### config.mk
export PLATFORM = sky130hd
export DESIGN_NAME = glm_inv_sbox_d1
export DESIGN_NICKNAME = d
export VERILOG_FILES = /design/src/rtl/glm_inv_pkg.sv /design/src/rtl/glm_inv_sbox_d1_eval.sv /design/src/rtl/glm_inv_sbox_d1.sv
export SDC_FILE = /design/constraint.sdc
export NUM_CORES = 2
export LEC_CHECK = 0
export ABC_AREA = 1
export BUFFER_PORTS_ARGS = -buffer_cell sky130_fd_sc_hd__buf_2
export CAP_MARGIN = 20
export CORE_MARGIN = 8
export CORE_UTILIZATION = 54
export CTS_CLUSTER_SIZE = 14
export DETAILED_ROUTE_END_ITERATION = 10
export PLACE_DENSITY_LB_ADDON = 0.05
export SYNTH_ARGS = -nofsm -noshare
export SYNTH_HDL_FRONTEND = slang
export SYNTH_SLANG_ARGS = --single-unit
### constraint.sdc
create_clock -name clk -period 1.35 [get_ports clk]
set_input_delay 0.27 -clock clk [delete_from_list [all_inputs] [get_ports clk]]
set_output_delay 0.27 -clock clk [all_outputs]
set_load 0.01 [all_outputs]
### src/rtl/glm_inv_pkg.sv
// Shared constants for the masked PRINCE inverse S-box.
// The ANF of the table is derived at elaboration time.
package glm_inv_pkg;

    localparam int LANE_W = 4;
    localparam int NIBBLES_DEF = 16;

    // nibble i of the word holds INV(i)
    localparam logic [63:0] INV_TBL = 64'h1CE5_046A_98DF_237B;

    typedef enum logic [1:0] {
        DOM_00,
        DOM_01,
        DOM_10,
        DOM_11
    } dom_e;

    // bit 16*j+m: coefficient of monomial m in output bit j
    function automatic logic [63:0] anf_of(input logic [63:0] tbl);
        logic [15:0] a;
        logic [63:0] r;
        r = '0;
        for (int j = 0; j < 4; j++) begin
            for (int m = 0; m < 16; m++) a[m] = tbl[4*m+j];
            for (int i = 0; i < 4; i++) begin
                for (int m = 0; m < 16; m++) begin
                    if (((m >> i) & 1) == 1) a[m] = a[m] ^ a[m ^ (1 << i)];
                end
            end
            r[16*j +: 16] = a;
        end
        return r;
    endfunction

    localparam logic [63:0] INV_ANF = anf_of(INV_TBL);

endpackage

### src/rtl/glm_inv_sbox_d1_eval.sv
// One share-domain term of the masked inverse S-box; purely combinational.
// Only distinct-bit products of the two shares are formed.
module inv_domain_eval
    import glm_inv_pkg::*;
#(
    parameter dom_e DOM = DOM_00
) (
    input  logic [3:0] a,
    input  logic [3:0] b,
    input  logic [3:0] rnd,
    output logic [3:0] t
);

    localparam bit CROSS = (DOM == DOM_01) || (DOM == DOM_10);
    localparam bit KEEP_CONST = (DOM == DOM_00);

    // Cross domains take the splits whose a-part owns the lowest monomial bit,
    // so 01 and 10 together cover every mixed split exactly once.
    function automatic logic [3:0] eval(input logic [3:0] sa, input logic [3:0] sb);
        logic [3:0] acc, mm, uu, vv, lo;
        logic p, take;
        acc = '0;
        for (int m = 0; m < 16; m++) begin
            for (int u = 0; u < 16; u++) begin
                mm = 4'(m);
                uu = 4'(u);
                vv = mm ^ uu;
                lo = mm & (~mm + 4'd1);
                if (CROSS)
                    take = ((uu & ~mm) == 4'd0) && (uu != 4'd0)
                        && (vv != 4'd0) && ((uu & lo) != 4'd0);
                else
                    take = (uu == mm) && (KEEP_CONST || (mm != 4'd0));
                if (take) begin
                    p = (&(sa | ~uu)) & (&(sb | ~vv));
                    for (int j = 0; j < 4; j++) begin
                        if (INV_ANF[16*j+m]) acc[j] = acc[j] ^ p;
                    end
                end
            end
        end
        return acc;
    endfunction

    assign t = eval(a, b) ^ (CROSS ? rnd : 4'h0);

endmodule

### src/rtl/glm_inv_sbox_d1.sv
// Two-share, two-stage masked PRINCE inverse S-box over NIBBLES lanes.
// Stage 1 holds the four domain terms, stage 2 the compressed shares.
module glm_inv_sbox_d1
    import glm_inv_pkg::*;
#(
    parameter int NIBBLES = NIBBLES_DEF
) (
    input  logic                      clk,
    input  logic                      rst,
    input  logic                      in_valid,
    output logic                      in_ready,
    input  logic [LANE_W*NIBBLES-1:0] in_s0,
    input  logic [LANE_W*NIBBLES-1:0] in_s1,
    input  logic [LANE_W*NIBBLES-1:0] rnd,
    output logic                      out_valid,
    input  logic                      out_ready,
    output logic [LANE_W*NIBBLES-1:0] out_s0,
    output logic [LANE_W*NIBBLES-1:0] out_s1
);

    localparam int W = LANE_W * NIBBLES;

    logic advance;
    logic v1, v2;
    logic [W-1:0] t00, t01, t10, t11;
    logic [W-1:0] d00, d01, d10, d11;

    for (genvar g = 0; g < NIBBLES; g++) begin : g_lane
        inv_domain_eval #(.DOM(DOM_00)) u_d00 (
            .a(in_s0[LANE_W*g +: LANE_W]), .b(in_s0[LANE_W*g +: LANE_W]),
            .rnd(rnd[LANE_W*g +: LANE_W]), .t(t00[LANE_W*g +: LANE_W])
        );
        inv_domain_eval #(.DOM(DOM_01)) u_d01 (
            .a(in_s0[LANE_W*g +: LANE_W]), .b(in_s1[LANE_W*g +: LANE_W]),
            .rnd(rnd[LANE_W*g +: LANE_W]), .t(t01[LANE_W*g +: LANE_W])
        );
        inv_domain_eval #(.DOM(DOM_10)) u_d10 (
            .a(in_s1[LANE_W*g +: LANE_W]), .b(in_s0[LANE_W*g +: LANE_W]),
            .rnd(rnd[LANE_W*g +: LANE_W]), .t(t10[LANE_W*g +: LANE_W])
        );
        inv_domain_eval #(.DOM(DOM_11)) u_d11 (
            .a(in_s1[LANE_W*g +: LANE_W]), .b(in_s1[LANE_W*g +: LANE_W]),
            .rnd(rnd[LANE_W*g +: LANE_W]), .t(t11[LANE_W*g +: LANE_W])
        );
    end

    assign advance   = !v2 || out_ready;
    assign in_ready  = advance;
    assign out_valid = v2;

    always_ff @(posedge clk) begin
        if (rst) begin
            v1     <= 1'b0;
            v2     <= 1'b0;
            d00    <= '0;
            d01    <= '0;
            d10    <= '0;
            d11    <= '0;
            out_s0 <= '0;
            out_s1 <= '0;
        end else if (advance) begin
            v1     <= in_valid;
            d00    <= in_valid ? t00 : '0;
            d01    <= in_valid ? t01 : '0;
            d10    <= in_valid ? t10 : '0;
            d11    <= in_valid ? t11 : '0;
            v2     <= v1;
            out_s0 <= d00 ^ d01;
            out_s1 <= d10 ^ d11;
        end
    end

endmodule
# Word level (Yosys, flattened, before mapping)
# Cells that the tools add are included.
# Widths: inputs -> output; s select.
word_totals:
  register_bits: 386
  input_bits: 196
  output_inout_bits: 130
  wordCells: 2688
classes:
  mux: 4
  bitwise: 2354
  n_reduce_logical: 322
ops:
  columns: ["operator", "count"]
  rows:
  - ["$xor 1x1->1", 1728]
  - ["$and 1x1->1", 544]
  - ["$reduce_and 2->1", 192]
  - ["$reduce_and 3->1", 128]
  - ["$mux 64", 4]
  - ["$xor 4x4->4", 32]
  - ["$xor 64x64->64", 2]
  - ["$not 1->1", 48]
  - ["$logic_not 1->1", 1]
  - ["$logic_or 1x1->1", 1]

# Logic depth before layout (Yosys ltp)
depth:
  word_depth: 15
  mapped_depth: 13
  depth_no_buf: 12

# Modules after synthesis
# From an unflattened synthesis, not the netlist that was laid out.
unflattened:
  hier_cells: 6370
  hier_area_um2: 33818.7
by_module_without_submodules:
  columns: ["mod", "n_inst", "cells_per_inst", "area_per_inst_um2", "seq_area_each_um2"]
  rows:
  - ["glm_inv_sbox_d1", 1, 3026, 19184.6, 7727.4]
  - ["inv_domain_eval at g_lane[0].u_d01 ...", 32, 78, 350.3, 0.0]
  - ["inv_domain_eval at g_lane[0].u_d00 ...", 16, 27, 110.1, 0.0]
  - ["inv_domain_eval at g_lane[0].u_d11 ...", 16, 26, 103.8, 0.0]

# Worst setup path after synthesis
# No wires, ideal clock.
synth_path:
  path_kind: "register -> register"
  startpoint: "register v2 (netlist: out_valid)"
  endpoint: "register d00[42]"
  setup_ns: 0.132
  arrival_time_ns: 1.325
  path_slack_ns: -0.108
  path_stages_with_launch: 10
  synth_period_minus_slack_ns: 1.458
  path_cell_list: "dfxtp_1 > inv_1 > nor2_2 > inv_2 > nand2_2 > inv_2 > buf_2 > buf_2 > o211ai_1 > a21oi_1"
synth_between:
  elab_chain_len: 2
synth_rtl:
  columns: ["element", "line", "rtl"]
  rows:
  - ["start, declared", "glm_inv_sbox_d1.sv:24", "logic v1, v2;"]
  - ["start signal, assigned", "glm_inv_sbox_d1.sv:67", "v2 <= v1;"]
  - ["$logic_not 1->1", "glm_inv_sbox_d1.sv:47", "assign advance = !v2 || out_ready;"]
  - ["$logic_or 1x1->1", "glm_inv_sbox_d1.sv:47", null]
  - ["end signal, assigned", "glm_inv_sbox_d1.sv:63", "d00 <= in_valid ? t00 : '0;"]
  - ["end, declared", "glm_inv_sbox_d1.sv:26", "logic [W-1:0] d00, d01, d10, d11;"]
# Every way passes these cells.
# A chain may end at the register's enable or synchronous reset.

# Worst setup path in the final report
layout_path:
  startpoint: "register v2 (netlist: out_valid)"
  endpoint: "output in_ready"
layout_between:
  elab_chain_len: 2
layout_rtl:
  columns: ["element", "line", "rtl"]
  rows:
  - ["$logic_not 1->1", "glm_inv_sbox_d1.sv:47", null]
  - ["$logic_or 1x1->1", "glm_inv_sbox_d1.sv:47", null]
  - ["end, declared", "glm_inv_sbox_d1.sv:11", "output logic in_ready,"]
# Every way passes these cells.

==> out/qor.yml <==
status: "finished with violations"
failed_checks: "negative setup slack"
worst_pin_slew_ps: 542
clkTransAtPathRegs_ps: 60
gp_routability_congestion: 0.970
clock_tree_from_tritoncts: "yes"
cts_max_path_buffers: 3
worst_skew_pair.late_latency_ps: 580
via_density: 5.51
number_of_synthesized_flops_with_an_enable_pin: 0
nNetsFinal: 5423
setup_ws_ps: -345
worst_clock_skew_ps: 16.1
worstPathMaxFanout: 2
power_per_cell_area_nw_per_um2: 953
crit_start_category: "register"
initial_antenna_violation_count: 16
max-vdd-ir-drop_v: 0.000908
count_of_mapped_cells_out_of_synthesis: 4463
pwr-share-comb_pct: 29.7
final-hold-violation-count: 0
drive_above_1_share_pct: 26.4
synth_seq_area_share_pct: 28.1
net-switching-power_uw: 12000
detail_route.drc_violations: 0
synthArstFlopShare_pct: 0
fin_crit_sh_pct: 126
cts_htree_levels: 2
total_leakage_power_uw: 0.0184
drt_first_pass_iters: 6
numPortBuffers: 325
route.vias.total: 32700
layout_min_cycle_time_ps: 1700
mostFrequentLayoutCells: "1363 x nand2_1, 501 x buf_4, 371 x a21oi_1"
cts-root-buf: "clkbuf_16"
crit_chain: "inv_2 -> nor2_4 -> inv_8 -> buf_12 -> buf_6"
synth-warning-count: 0
timing_max_transition_violations_final: 0
holdCritPathClass: "in -> reg"
p_seq_share_pct: 35.2
yosysUniqueCellTypes: 45
synth_flop_cell: "dfxtp_1"
globalRoute.totalOverflow: 0
drt_iter0_markers: 2593
slew-limit-headroom_pct: 63.6
postSynthAreaPerCell_um2: 6.17
areaGrowthSynthToFinish_pct: 39.7
yosys_register_bits: 386
grt_setup_unrepaired: "yes"
die_w_um: 242
dp.final_hpwl_mm: 63.4
switching_share_pct: 32.7
endpoint_kind: "output pin"
cpPeakStageDelay_ps: 330
stdcell_area_um2: 38400
first_global_vias: 29900
clock_power_share_pct: 35.0
initial_utilization_pct: 54.7
mean_routed_wirelength_per_cell_um: 17.4
criticalPathCategory: "reg -> out"
cts_num_sinks: 386
design.core.area_um2: 50300
cellInternalPower_uw: 24600
design.die.area_um2: 58500
hold-worst-slack_ps: 125
grt_max_degree: 89
worstPathRequired_ps: 1080
dpl_cell_area_um2: 33200
top_level_pins: 326
drt_wl_total_mm: 103
timing.critical_path.arrival_ps: 1430
fillerInstances: 4018
detail-route-antenna-nets: 0
grt_use_total_pct: 30.7
fin_tns_setup_ps: -86150
cts_buffer_count: 45
cts.hold.buffers_added: 0
regToRegSetupSlack_ps: -340
rows: 82
maxClockFrequency_ghz: 0.590
layout.cells.most_common: "nand2_1"
placement_setup_slack_ps: -192
first_pass_grt_wire_length_mm: 152
timing.critical_path.slowest_stage_cell: "dfxtp_2"
mappedNetlistNets: 4659
setup_viol: 410
post_synth_instance_area_um2: 27500
die_h_um: 242
max_cap_violations: 0
[layer usage]
metal  wire, um  GRT usage, %  up-vias
li1           -             -    16100
met1      42800          39.4    14900
met2      47300          51.7     1381
met3       8450          5.03      329
met4       4660          10.9       10
met5         59             0        -
[kinds of logic after synthesis]
family                    after synthesis  share of synthesized area, %
DFF                                   386                          28.1
AOI/OAI and AO/OA                    1001                          19.5
buffers and inverters                 661                          10.0
xor gates and xnor gates              339                          10.8
and+or+nand+nor                      2076                          31.6
[state kept, by name, summed over array words and instances (netlist names)]
name       count
d01           64
v1             1
out_valid      1
d10           64
d11           64
out_s0        64
d00           64
out_s1        64
[Yosys cell counts (13+ instances only)]
library cell     n  area share [%]
o22ai_1         27            0.61
or2_1           28            0.64
buf_2          102             1.9
clkbuf_1        87             1.2
nand4_1         21            0.48
buf_4           39             1.1
dfxtp_1        386              28
o21ai_1         56             1.0
o211ai_1        80             2.2
a21oi_1        452             8.2
buf_1           13            0.18
nand3_1        366             6.7
nand3b_1        24            0.65
nor2_1         176             2.4
inv_1          365             5.0
nand2_1       1386              19
inv_2           51            0.70
xnor2_1        183             5.8
nor2_2          23            0.52
nand2_2         28            0.64
xor2_1         155             4.9
o221ai_1        17            0.54
o21ai_0        351             6.4
[worst paths after layout]
check             cells after the start       from          to
setup / recovery                      5  out_valid    in_ready
hold / removal                        6     rnd[7]      d10[7]
setup reg to reg                     10  out_valid  out_s0[15]
hold reg to reg                       2    d11[50]     d11[50]
[final cells by class]
| type | instances | area [um^2] | share of cell area (%) |
|---|---|---|---|
| Multi-Input combinational cell | 3416 | 18200 | 47.3 |
| Timing Repair Buffer | 955 | 8360 | 21.7 |
| Sequential cell | 386 | 7790 | 20.3 |
| Inverter | 418 | 1610 | 4.18 |
| Clock buffer | 57 | 1230 | 3.20 |
| Tap cell | 672 | 841 | 2.19 |
| Clock inverter | 21 | 299 | 0.778 |
| Timing Repair inverter | 5 | 113 | 0.293 |
| Antenna cell | 12 | 30.0 | 0.0781 |
[power groups by stage]
stage | registers [uW] | clock network [uW] | logic [uW]
floorplan | 13100 | 0 | 5620
global placement | 13000 | 0 | 8870
detailed placement | 13100 | 0 | 9000
CTS | 12900 | 12900 | 9890
global route | 13000 | 13400 | 11900
finish | 12900 | 12800 | 10900
[critical path: cells and delay by family (launching register included)]
| kind | cells | cell delay (ps) |
|---|---|---|
| and+or+nand+nor | 1 | 190 |
| DFF | 1 | 330 |
| buffers and inverters | 4 | 320 |
[what timing repair did]
item | in CTS | in global routing
buffers inserted | 21 | 24
gates resized for setup | 175 | 318
gates cloned | 35 | 37
setup endpoints to repair | 357 | 440
pin swaps | 13 | 69
[metrics by stage]
stage	power, uW	std cells	utilization, %
after floorplan	18700	4463	-
after global placement	21900	5749	66.1
after detailed placement	22000	5749	66.1
after CTS	35700	5883	72.7
after global routing	38300	5939	76.5
final	36600	5942	76.5
(Power assumes the default switching activity.)
